--- src/rtl/uart_tx_fifo.sv ---
// UART transmitter fed by a FIFO: 8N1-style framing with configurable data bits, parity and stop bits.
// Optional line-break generation is compiled in with `define UART_TX_BREAK_EN (adds input brk).
module uart_tx_fifo #(
    parameter int    DATA_BITS  = 8,
    parameter string PARITY     = "NONE",
    parameter int    STOP_BITS  = 1,
    parameter int    FIFO_DEPTH = 16
) (
    input  logic                               clk,
    input  logic                               rst,
    input  logic                               tx_bd_en,
    input  logic                               wr_en,
    input  logic [DATA_BITS-1:0]               wr_data,
`ifdef UART_TX_BREAK_EN
    input  logic                               brk,
`endif
    output logic                               full,
    output logic                               empty,
    output logic [$clog2(FIFO_DEPTH+1)-1:0]    level,
    output logic                               busy,
    output logic                               tx,
    output logic                               ovf
);

    localparam int AW      = $clog2(FIFO_DEPTH);
    localparam int LW      = $clog2(FIFO_DEPTH + 1);
    localparam int CW      = $clog2(DATA_BITS);
    localparam bit PAR_EN  = (PARITY != "NONE");
    localparam bit PAR_ODD = (PARITY == "ODD");

    typedef enum logic [2:0] {
        S_IDLE,
        S_START,
        S_DATA,
        S_PAR,
        S_STOP
    } state_t;

    logic [DATA_BITS-1:0] r_mem [FIFO_DEPTH];
    logic [AW-1:0]        r_wr_ptr;
    logic [AW-1:0]        r_rd_ptr;
    logic [LW-1:0]        r_level;
    logic                 r_ovf;

    state_t               r_state;
    logic [DATA_BITS-1:0] r_shift;
    logic [CW-1:0]        r_bit_cnt;
    logic                 r_stop_cnt;
    logic                 r_parity;
    logic                 r_tx;
    logic                 r_busy;
`ifdef UART_TX_BREAK_EN
    logic                 r_brk_rec;
`endif

    logic                 w_push;
    logic                 w_pop;
    logic                 w_last_stop;
    logic [DATA_BITS-1:0] w_head;

    assign full        = (r_level == LW'(FIFO_DEPTH));
    assign empty       = (r_level == '0);
    assign level       = r_level;
    assign ovf         = r_ovf;
    assign tx          = r_tx;
    assign busy        = r_busy;

    assign w_push      = wr_en && !full;
    assign w_head      = r_mem[r_rd_ptr];
    assign w_last_stop = (STOP_BITS == 1) || r_stop_cnt;

    // A pop happens exactly when a frame starts, either from IDLE or back-to-back out of STOP.
    always_comb begin
        // NOTE: default first so every path assigns w_pop and no latch is inferred.
        w_pop = 1'b0;
        if (tx_bd_en && !empty) begin
            case (r_state)
`ifdef UART_TX_BREAK_EN
                S_IDLE:  w_pop = !brk && !r_brk_rec;
                S_STOP:  w_pop = w_last_stop && !brk;
`else
                S_IDLE:  w_pop = 1'b1;
                S_STOP:  w_pop = w_last_stop;
`endif
                default: w_pop = 1'b0;
            endcase
        end
    end

    // NOTE: storage array carries no reset; pointers and level define which entries are valid.
    always_ff @(posedge clk) begin
        if (w_push) begin
            r_mem[r_wr_ptr] <= wr_data;
        end
    end

    // NOTE: sequential state uses non-blocking assignments only, so every register sees pre-edge values.
    always_ff @(posedge clk) begin
        if (rst) begin
            r_wr_ptr <= '0;
            r_rd_ptr <= '0;
            r_level  <= '0;
            r_ovf    <= 1'b0;
        end else begin
            r_ovf <= wr_en && full;
            if (w_push) begin
                r_wr_ptr <= r_wr_ptr + AW'(1);
            end
            if (w_pop) begin
                r_rd_ptr <= r_rd_ptr + AW'(1);
            end
            case ({w_push, w_pop})
                2'b10:   r_level <= r_level + LW'(1);
                2'b01:   r_level <= r_level - LW'(1);
                default: r_level <= r_level;
            endcase
        end
    end

    always_ff @(posedge clk) begin
        if (rst) begin
            r_state    <= S_IDLE;
            r_shift    <= '0;
            r_bit_cnt  <= '0;
            r_stop_cnt <= 1'b0;
            r_parity   <= 1'b0;
            r_tx       <= 1'b1;
            r_busy     <= 1'b0;
`ifdef UART_TX_BREAK_EN
            r_brk_rec  <= 1'b0;
`endif
        end else begin
            case (r_state)
                S_IDLE: begin
`ifdef UART_TX_BREAK_EN
                    // Break ends on a bit boundary, then one full idle-high period precedes START.
                    if (brk) begin
                        r_tx      <= 1'b0;
                        r_brk_rec <= 1'b1;
                    end else if (r_brk_rec) begin
                        if (tx_bd_en) begin
                            r_tx      <= 1'b1;
                            r_brk_rec <= 1'b0;
                        end
                    end else
`endif
                    if (w_pop) begin
                        r_shift  <= w_head;
                        r_parity <= (^w_head) ^ PAR_ODD;
                        r_tx     <= 1'b0;
                        r_busy   <= 1'b1;
                        r_state  <= S_START;
                    end
                end
                S_START: begin
                    if (tx_bd_en) begin
                        r_tx      <= r_shift[0];
                        r_shift   <= r_shift >> 1;
                        r_bit_cnt <= '0;
                        r_state   <= S_DATA;
                    end
                end
                S_DATA: begin
                    if (tx_bd_en) begin
                        if (r_bit_cnt == CW'(DATA_BITS - 1)) begin
                            if (PAR_EN) begin
                                r_tx    <= r_parity;
                                r_state <= S_PAR;
                            end else begin
                                r_tx       <= 1'b1;
                                r_stop_cnt <= 1'b0;
                                r_state    <= S_STOP;
                            end
                        end else begin
                            r_tx      <= r_shift[0];
                            r_shift   <= r_shift >> 1;
                            r_bit_cnt <= r_bit_cnt + CW'(1);
                        end
                    end
                end
                S_PAR: begin
                    if (tx_bd_en) begin
                        r_tx       <= 1'b1;
                        r_stop_cnt <= 1'b0;
                        r_state    <= S_STOP;
                    end
                end
                S_STOP: begin
                    if (tx_bd_en) begin
                        if (!w_last_stop) begin
                            r_stop_cnt <= 1'b1;
                        end else if (w_pop) begin
                            r_shift  <= w_head;
                            r_parity <= (^w_head) ^ PAR_ODD;
                            r_tx     <= 1'b0;
                            r_state  <= S_START;
                        end else begin
                            r_busy  <= 1'b0;
                            r_state <= S_IDLE;
                        end
                    end
                end
                default: begin
                    r_tx    <= 1'b1;
                    r_busy  <= 1'b0;
                    r_state <= S_IDLE;
                end
            endcase
        end
    end

endmodule

--- config.mk ---
export PLATFORM = sky130hd
export DESIGN_NAME = uart_tx_fifo
export DESIGN_NICKNAME = d
export VERILOG_FILES = /design/src/rtl/uart_tx_fifo.sv
export SDC_FILE = /design/constraint.sdc
export NUM_CORES = 1
export LEC_CHECK = 0
export ABC_AREA = 1
export CORE_MARGIN = 2
export CORE_UTILIZATION = 39
export CTS_CLUSTER_SIZE = 24
export DETAILED_ROUTE_END_ITERATION = 10
export PLACE_DENSITY_LB_ADDON = 0.1
export SETUP_SLACK_MARGIN = 0.2
export SLEW_MARGIN = 40
export SYNTH_ARGS = -nofsm -noshare
export SYNTH_HDL_FRONTEND = slang
export SYNTH_SLANG_ARGS = --single-unit
--- constraint.sdc ---
create_clock -name clk -period 2.5 [get_ports clk]
set_input_delay 0.25 -clock clk [delete_from_list [all_inputs] [get_ports clk]]
set_output_delay 0.25 -clock clk [all_outputs]
set_load 0.005 [all_outputs]
# After elaboration in Yosys (flattened, before gate mapping)
# Memories as Yosys holds them, arrays and structs flattened. A register that Yosys moved wholly into a read port is not among the register bits.
# Index checks and enable logic that the tools add are counted.
dict set report totals {
  ff_bits 30
  latchBits 0
  ram_bits 128
  rom_bits 0
  input_bits 12
  out_inout_bits 10
  wordCells 85
  memories 1
}
dict set report op_classes {
  addsub 5
  n_mul 0
  div_mod_pow 0
  n_lt_le_gt_ge 0
  n_eq_ne 16
  shift 0
  mux 36
  bitwise 1
  reduce_logical 17
}
# name words word_bits read_ports rd_clocked_by_memory_dff write_ports line
set mem_list {}
lappend mem_list {r_mem 16 8 1 1 1 39} ;# logic [DATA_BITS-1:0] r_mem [FIFO_DEPTH];
# op n
set op_table {}
lappend op_table {{$mux 8} 5}
lappend op_table {{$pmux 8 s4} 1}
lappend op_table {{$mux 3} 9}
lappend op_table {{$ne 2x2->1 const B} 8}
lappend op_table {{$pmux 3 s5} 1}
lappend op_table {{$mux 1} 14}
lappend op_table {{$reduce_and 4->1} 3}
lappend op_table {{$pmux 5 s2} 1}
lappend op_table {{$add 4x1->4 const B} 2}
lappend op_table {{$mux 4} 2}
lappend op_table {{$eq 3x2->1 const B} 2}
lappend op_table {{$eq 3x3->1 const B} 2}
lappend op_table {{$pmux 3 s2} 1}
lappend op_table {{$reduce_and 6->1} 1}
lappend op_table {{$add 5x1->5 const B} 1}
lappend op_table {{$eq 5x5->1 const B} 1}
lappend op_table {{$logic_not 5->1} 1}
lappend op_table {{$pmux 1 s5} 1}
lappend op_table {{$reduce_and 5->1} 1}
lappend op_table {{$sub 5x1->5 const B} 1}
lappend op_table {{$reduce_bool 2->1} 2}
lappend op_table {{$reduce_bool 4->1} 1}
lappend op_table {{$add 3x1->3 const B} 1}
lappend op_table {{$eq 3x1->1 const B} 1}
lappend op_table {{9 further kinds} 12}

# Depth between registers and ports, before layout
dict set report depth {
  word_depth 7
  depth_mapped 16
}

# Worst setup path before layout
# OpenSTA, ideal clock, no wires.
dict set report synth_path {
  path_type {flip-flop to flip-flop}
  start {register r_level[3], in the netlist level[3]}
  end {register r_level[4], in the netlist level[4]}
  setup_time_ps 109
  t_arrival_ps 1953
  required_ps 2391
  setup_slack_ps 438
  path_stages_with_launch 15
  path_buffers 1
  cell_sequence {dfxtp_1 > nor2_1 > nand3_1 > nand2_2 > ha_1 > clkbuf_1 > xor2_1 > ha_1 > inv_1 > nand2_1 > nand2_1 > nand3_1 > nand3_1 > nand2_1 > inv_1}
}
dict set report synth_between {
  elab_chain_cells 6
}
# element line
set synth_lines {}
lappend synth_lines {{start: declaration} 42} ;# logic [LW-1:0] r_level;
lappend synth_lines {{start signal: assignment} 113} ;# 2'b10: r_level <= r_level + LW'(1);
lappend synth_lines {{start signal: assignment} 114} ;# 2'b01: r_level <= r_level - LW'(1);
lappend synth_lines {{start signal: assignment} 115} ;# default: r_level <= r_level;
lappend synth_lines {{$logic_not 5->1} 62} ;# assign empty = (r_level == '0);
lappend synth_lines {{$logic_not 1->1} 76} ;# if (tx_bd_en && !empty) begin
lappend synth_lines {{$logic_and 1x1->1} 76}
lappend synth_lines {{$mux 1} 76}
lappend synth_lines {{$eq 2x1->1 / $eq 2x2->1 (equally long branches)} 112} ;# case ({w_push, w_pop})
lappend synth_lines {{$pmux 5 s2 / $reduce_bool 2->1 (equally long branches)} n/a}
# Parallel ways exist; a longest one is shown, timed or not.
# A chain may end at the register's enable or synchronous reset.

# Worst setup path after layout
dict set report layout_path {
  start {register r_level[1], in the netlist level[1]}
  end {register r_level[4], in the netlist level[4]}
}
# Same word-level chain as after synthesis.

==> metrics.json <==
{
  "status": {
    "status": "finished clean"
  },
  "layout": {
    "final_nets": 685,
    "share_of_layout_cells_above_drive_strength_1": 0.115,
    "fill_cells": 1628,
    "multi_input_area_sq_um": 2040,
    "area_growth_syn_to_layout_pct": 16.9,
    "ff_latch_area_sq_um": 4530,
    "number_of_antenna_cells_inserted": 0
  },
  "cts": {
    "clock_sink_count": 162,
    "tritoncts.num_buffers": 17,
    "clock_tree_buf_depth": 2,
    "cts.clk_slew.worst_paths_ps": 60,
    "post_cts.repair.setup_buffers": 0,
    "tritoncts": "built",
    "clock_root_cell": "sky130_fd_sc_hd__clkbuf_16",
    "htreeDepth": 4,
    "insertion_delay_ps": 420
  },
  "critical_path": {
    "crit_path_start_kind": "flop",
    "path_max_fanout": 6,
    "cp_data_arrival_time_ps": 2370,
    "crit_type": "flop to flop",
    "setup.worst_path.end_class": "flop",
    "worst_path_required_ps": 2830
  },
  "routing": {
    "first_iter_violations": 415,
    "postRouteAntennaNets": 0,
    "vias_per_cell": 5.14,
    "drc_errors": 0,
    "drt-total-wl_um": 15400,
    "first_pass_drt_iterations": 5,
    "dr_total_vias": 4632,
    "wl_per_cell_um": 17.1
  },
  "sta": {
    "finalMaxSlewViolations": 0,
    "finalHoldViolCount": 0,
    "post-route-period-util": 0.816,
    "worst_clock_skew_ps": 8.22,
    "finalSetupViolCount": 0,
    "fin_hold_ws_ps": 421,
    "worstMarginPinSlew_ps": 704,
    "peak_freq_mhz": 490,
    "shortest_clock_period_the_worst_path_allows_after_layout_ps": 2040,
    "timing.slew.headroom": 0.529,
    "grt_setup_unrepaired": "false",
    "finalSetupTns_ps": 0
  },
  "synth": {
    "synth.largest_area_cell": "sky130_fd_sc_hd__edfxtp_1",
    "yosysUniqueCellTypes": 33,
    "ys_seq_elements": 162,
    "syn_area_sq_um": 6830,
    "synth-warning-count": 0,
    "syn_avg_cell_area_sq_um": 10.9,
    "postSynthNetCount": 649,
    "share_of_the_yosys_chip_area_belonging_to_registers": 0.663,
    "syn_inst": 628,
    "dominantRegCellSynth": "sky130_fd_sc_hd__edfxtp_1",
    "synthTopCellsByArea": "sky130_fd_sc_hd__edfxtp_1 (56%), sky130_fd_sc_hd__dfxtp_1 (10%), sky130_fd_sc_hd__nor2_1 (7.8%)",
    "synth_async_sr_flop_share": 0,
    "most_frequent_cell_after_synthesis": "sky130_fd_sc_hd__nor2_1",
    "synth_edf_count": 128,
    "portion_of_synthesized_cell_area_occupied_by_the_leading_cell_type": 0.563,
    "synthTopCellsByCount": "sky130_fd_sc_hd__nor2_1 (142), sky130_fd_sc_hd__edfxtp_1 (128), sky130_fd_sc_hd__o21ai_0 (72)"
  },
  "power": {
    "worst_ir_drop_vdd_uv": 546,
    "switchingPower_mw": 2.87,
    "internal_power_of_the_cells_mw": 5.53,
    "pwr-share-seq": 0.395,
    "leakagePower_nw": 2.82,
    "sw_frac_of_total": 0.342,
    "pwr-share-clk": 0.299,
    "portion_of_total_power_attributed_to_combinational_logic": 0.305,
    "power_density_nw_per_um2": 1050
  },
  "global_route": {
    "pin_count_of_the_biggest_net_entering_global_routing": 49,
    "first_global_vias": 4414,
    "grt_antenna_before_repair": 0,
    "globalRouteOverflowTotal": 0,
    "grt_usage": 0.177,
    "global_route_wire_length_before_repair_um": 24300
  },
  "floorplanning": {
    "design.core.area_sq_um": 17200,
    "design.die.area_sq_um": 18600,
    "ioPinCount": 22,
    "chipHeight_um": 136,
    "core.rowCount": 48,
    "start_util": 0.397,
    "floorplan.die.width_um": 136
  },
  "placement": {
    "post-dp-hpwl_um": 9990,
    "place.gp.congestion": 0.831,
    "numPortBuffers": 21
  },
  "job": {
    "cap_viol_max_count": 0
  },
  "min_path": {
    "hp-class": "input port to flop"
  }
}
-- layer usage --
metal / vias to the layer above / part of all wire / GRT usage
met3: 11 / 0.036 / 0.0388
met5: - / 0 / 0
li1: 2282 / - / -
met1: 2244 / 0.49 / 0.247
met2: 95 / 0.47 / 0.269
met4: 0 / 0.012 / 0.0700
-- state kept, by name (all words and copies together), names as in the netlist, 3 cells and up, named ones only --
signal	count
r_bit_cnt	3
r_wr_ptr	4
r_shift	8
r_rd_ptr	4
level	5
r_state	3
r_mem	128
-- path summary, 6_finish.rpt --
| path | end | from | slack [ps] | cells after the start |
|---|---|---|---|---|
| max | level[4]$_SDFFE_PP0P_ | level[1]$_SDFFE_PP0P_ | 460 | 13 |
| min reg2reg | r_shift[3]$_SDFFE_PP0P_ | r_shift[3]$_SDFFE_PP0P_ | 470 | 2 |
| min | ovf$_SDFF_PP0_ | wr_en | 420 | 3 |
| max reg2reg | level[4]$_SDFFE_PP0P_ | level[1]$_SDFFE_PP0P_ | 460 | 13 |
-- power groups by stage --
stage	Clock [mW]	Combinational (mW)	Sequential, mW
2_1_floorplan	0	1.85	3.30
4_1_cts	2.57	2.60	3.32
3_5_place_dp	0	2.59	3.38
3_3_place_gp	0	2.56	3.37
6_report	2.52	2.56	3.32
5_1_grt	2.69	2.90	3.35
-- what timing repair did --
item | in CTS | in global routing
gates resized for setup | 0 | 2
hold buffers | 0 | 0
setup endpoints to repair | 0 | 2
-- critical path: stages, from the launching register on --
cell	delay, ps
sky130_fd_sc_hd__dfxtp_1	380
sky130_fd_sc_hd__nor2_2	190
sky130_fd_sc_hd__nand3_1	180
sky130_fd_sc_hd__nand2_2	110
sky130_fd_sc_hd__ha_2	250
sky130_fd_sc_hd__xor2_1	210
sky130_fd_sc_hd__ha_1	170
sky130_fd_sc_hd__inv_1	40
sky130_fd_sc_hd__nand2_1	80
sky130_fd_sc_hd__nand2_1	70
sky130_fd_sc_hd__nand3_1	70
sky130_fd_sc_hd__nand3_1	80
sky130_fd_sc_hd__nand2_1	60
sky130_fd_sc_hd__inv_1	30
-- layout make-up --
type | count | share of cell area
Clock buffer | 18 | 0.0538
Clock inverter | 14 | 0.0177
Inverter | 35 | 0.0171
Multi-Input combinational cell | 402 | 0.256
Sequential cell | 162 | 0.567
Tap cell | 225 | 0.0353
Timing Repair Buffer | 46 | 0.0530
-- cells by family (layout without fill, tap and decap cells) --
family | Yosys count | after routing | share of synthesized area
compound gates | 137 | 137 | 0.116
fa+ha+maj | 9 | 9 | 0.0165
flops | 162 | 162 | 0.663
buf+inv | 64 | 113 | 0.0392
simple gates | 251 | 251 | 0.159
xor+xnor | 5 | 5 | 0.00642
-- per-stage QoR --
step	cell area (sq um)	cells	total power, mW	utilization	setup WS, ps
3_3_place_gp	7400	870	5.94	0.431	259
5_1_grt	7980	902	8.95	0.464	276
2_1_floorplan	6830	628	5.15	-	438
6_report	7980	902	8.40	0.464	461
4_1_cts	7970	902	8.49	0.464	334
3_5_place_dp	7400	870	5.97	0.431	232
-- layout by cell type, fill, tap and decap left out, types with 23 or more instances in the layout --
| cell type | count |
|---|---|
| sky130_fd_sc_hd__edfxtp_1 | 128 |
| sky130_fd_sc_hd__nor2_1 | 141 |
| sky130_fd_sc_hd__buf_4 | 23 |
| sky130_fd_sc_hd__nand2_1 | 52 |
| sky130_fd_sc_hd__nand3_1 | 36 |
| sky130_fd_sc_hd__inv_1 | 28 |
| sky130_fd_sc_hd__o211ai_1 | 31 |
| sky130_fd_sc_hd__a21oi_1 | 23 |
| sky130_fd_sc_hd__dfxtp_1 | 32 |
| sky130_fd_sc_hd__o21ai_0 | 72 |
Note: power is estimated with default switching activity, not from simulation.
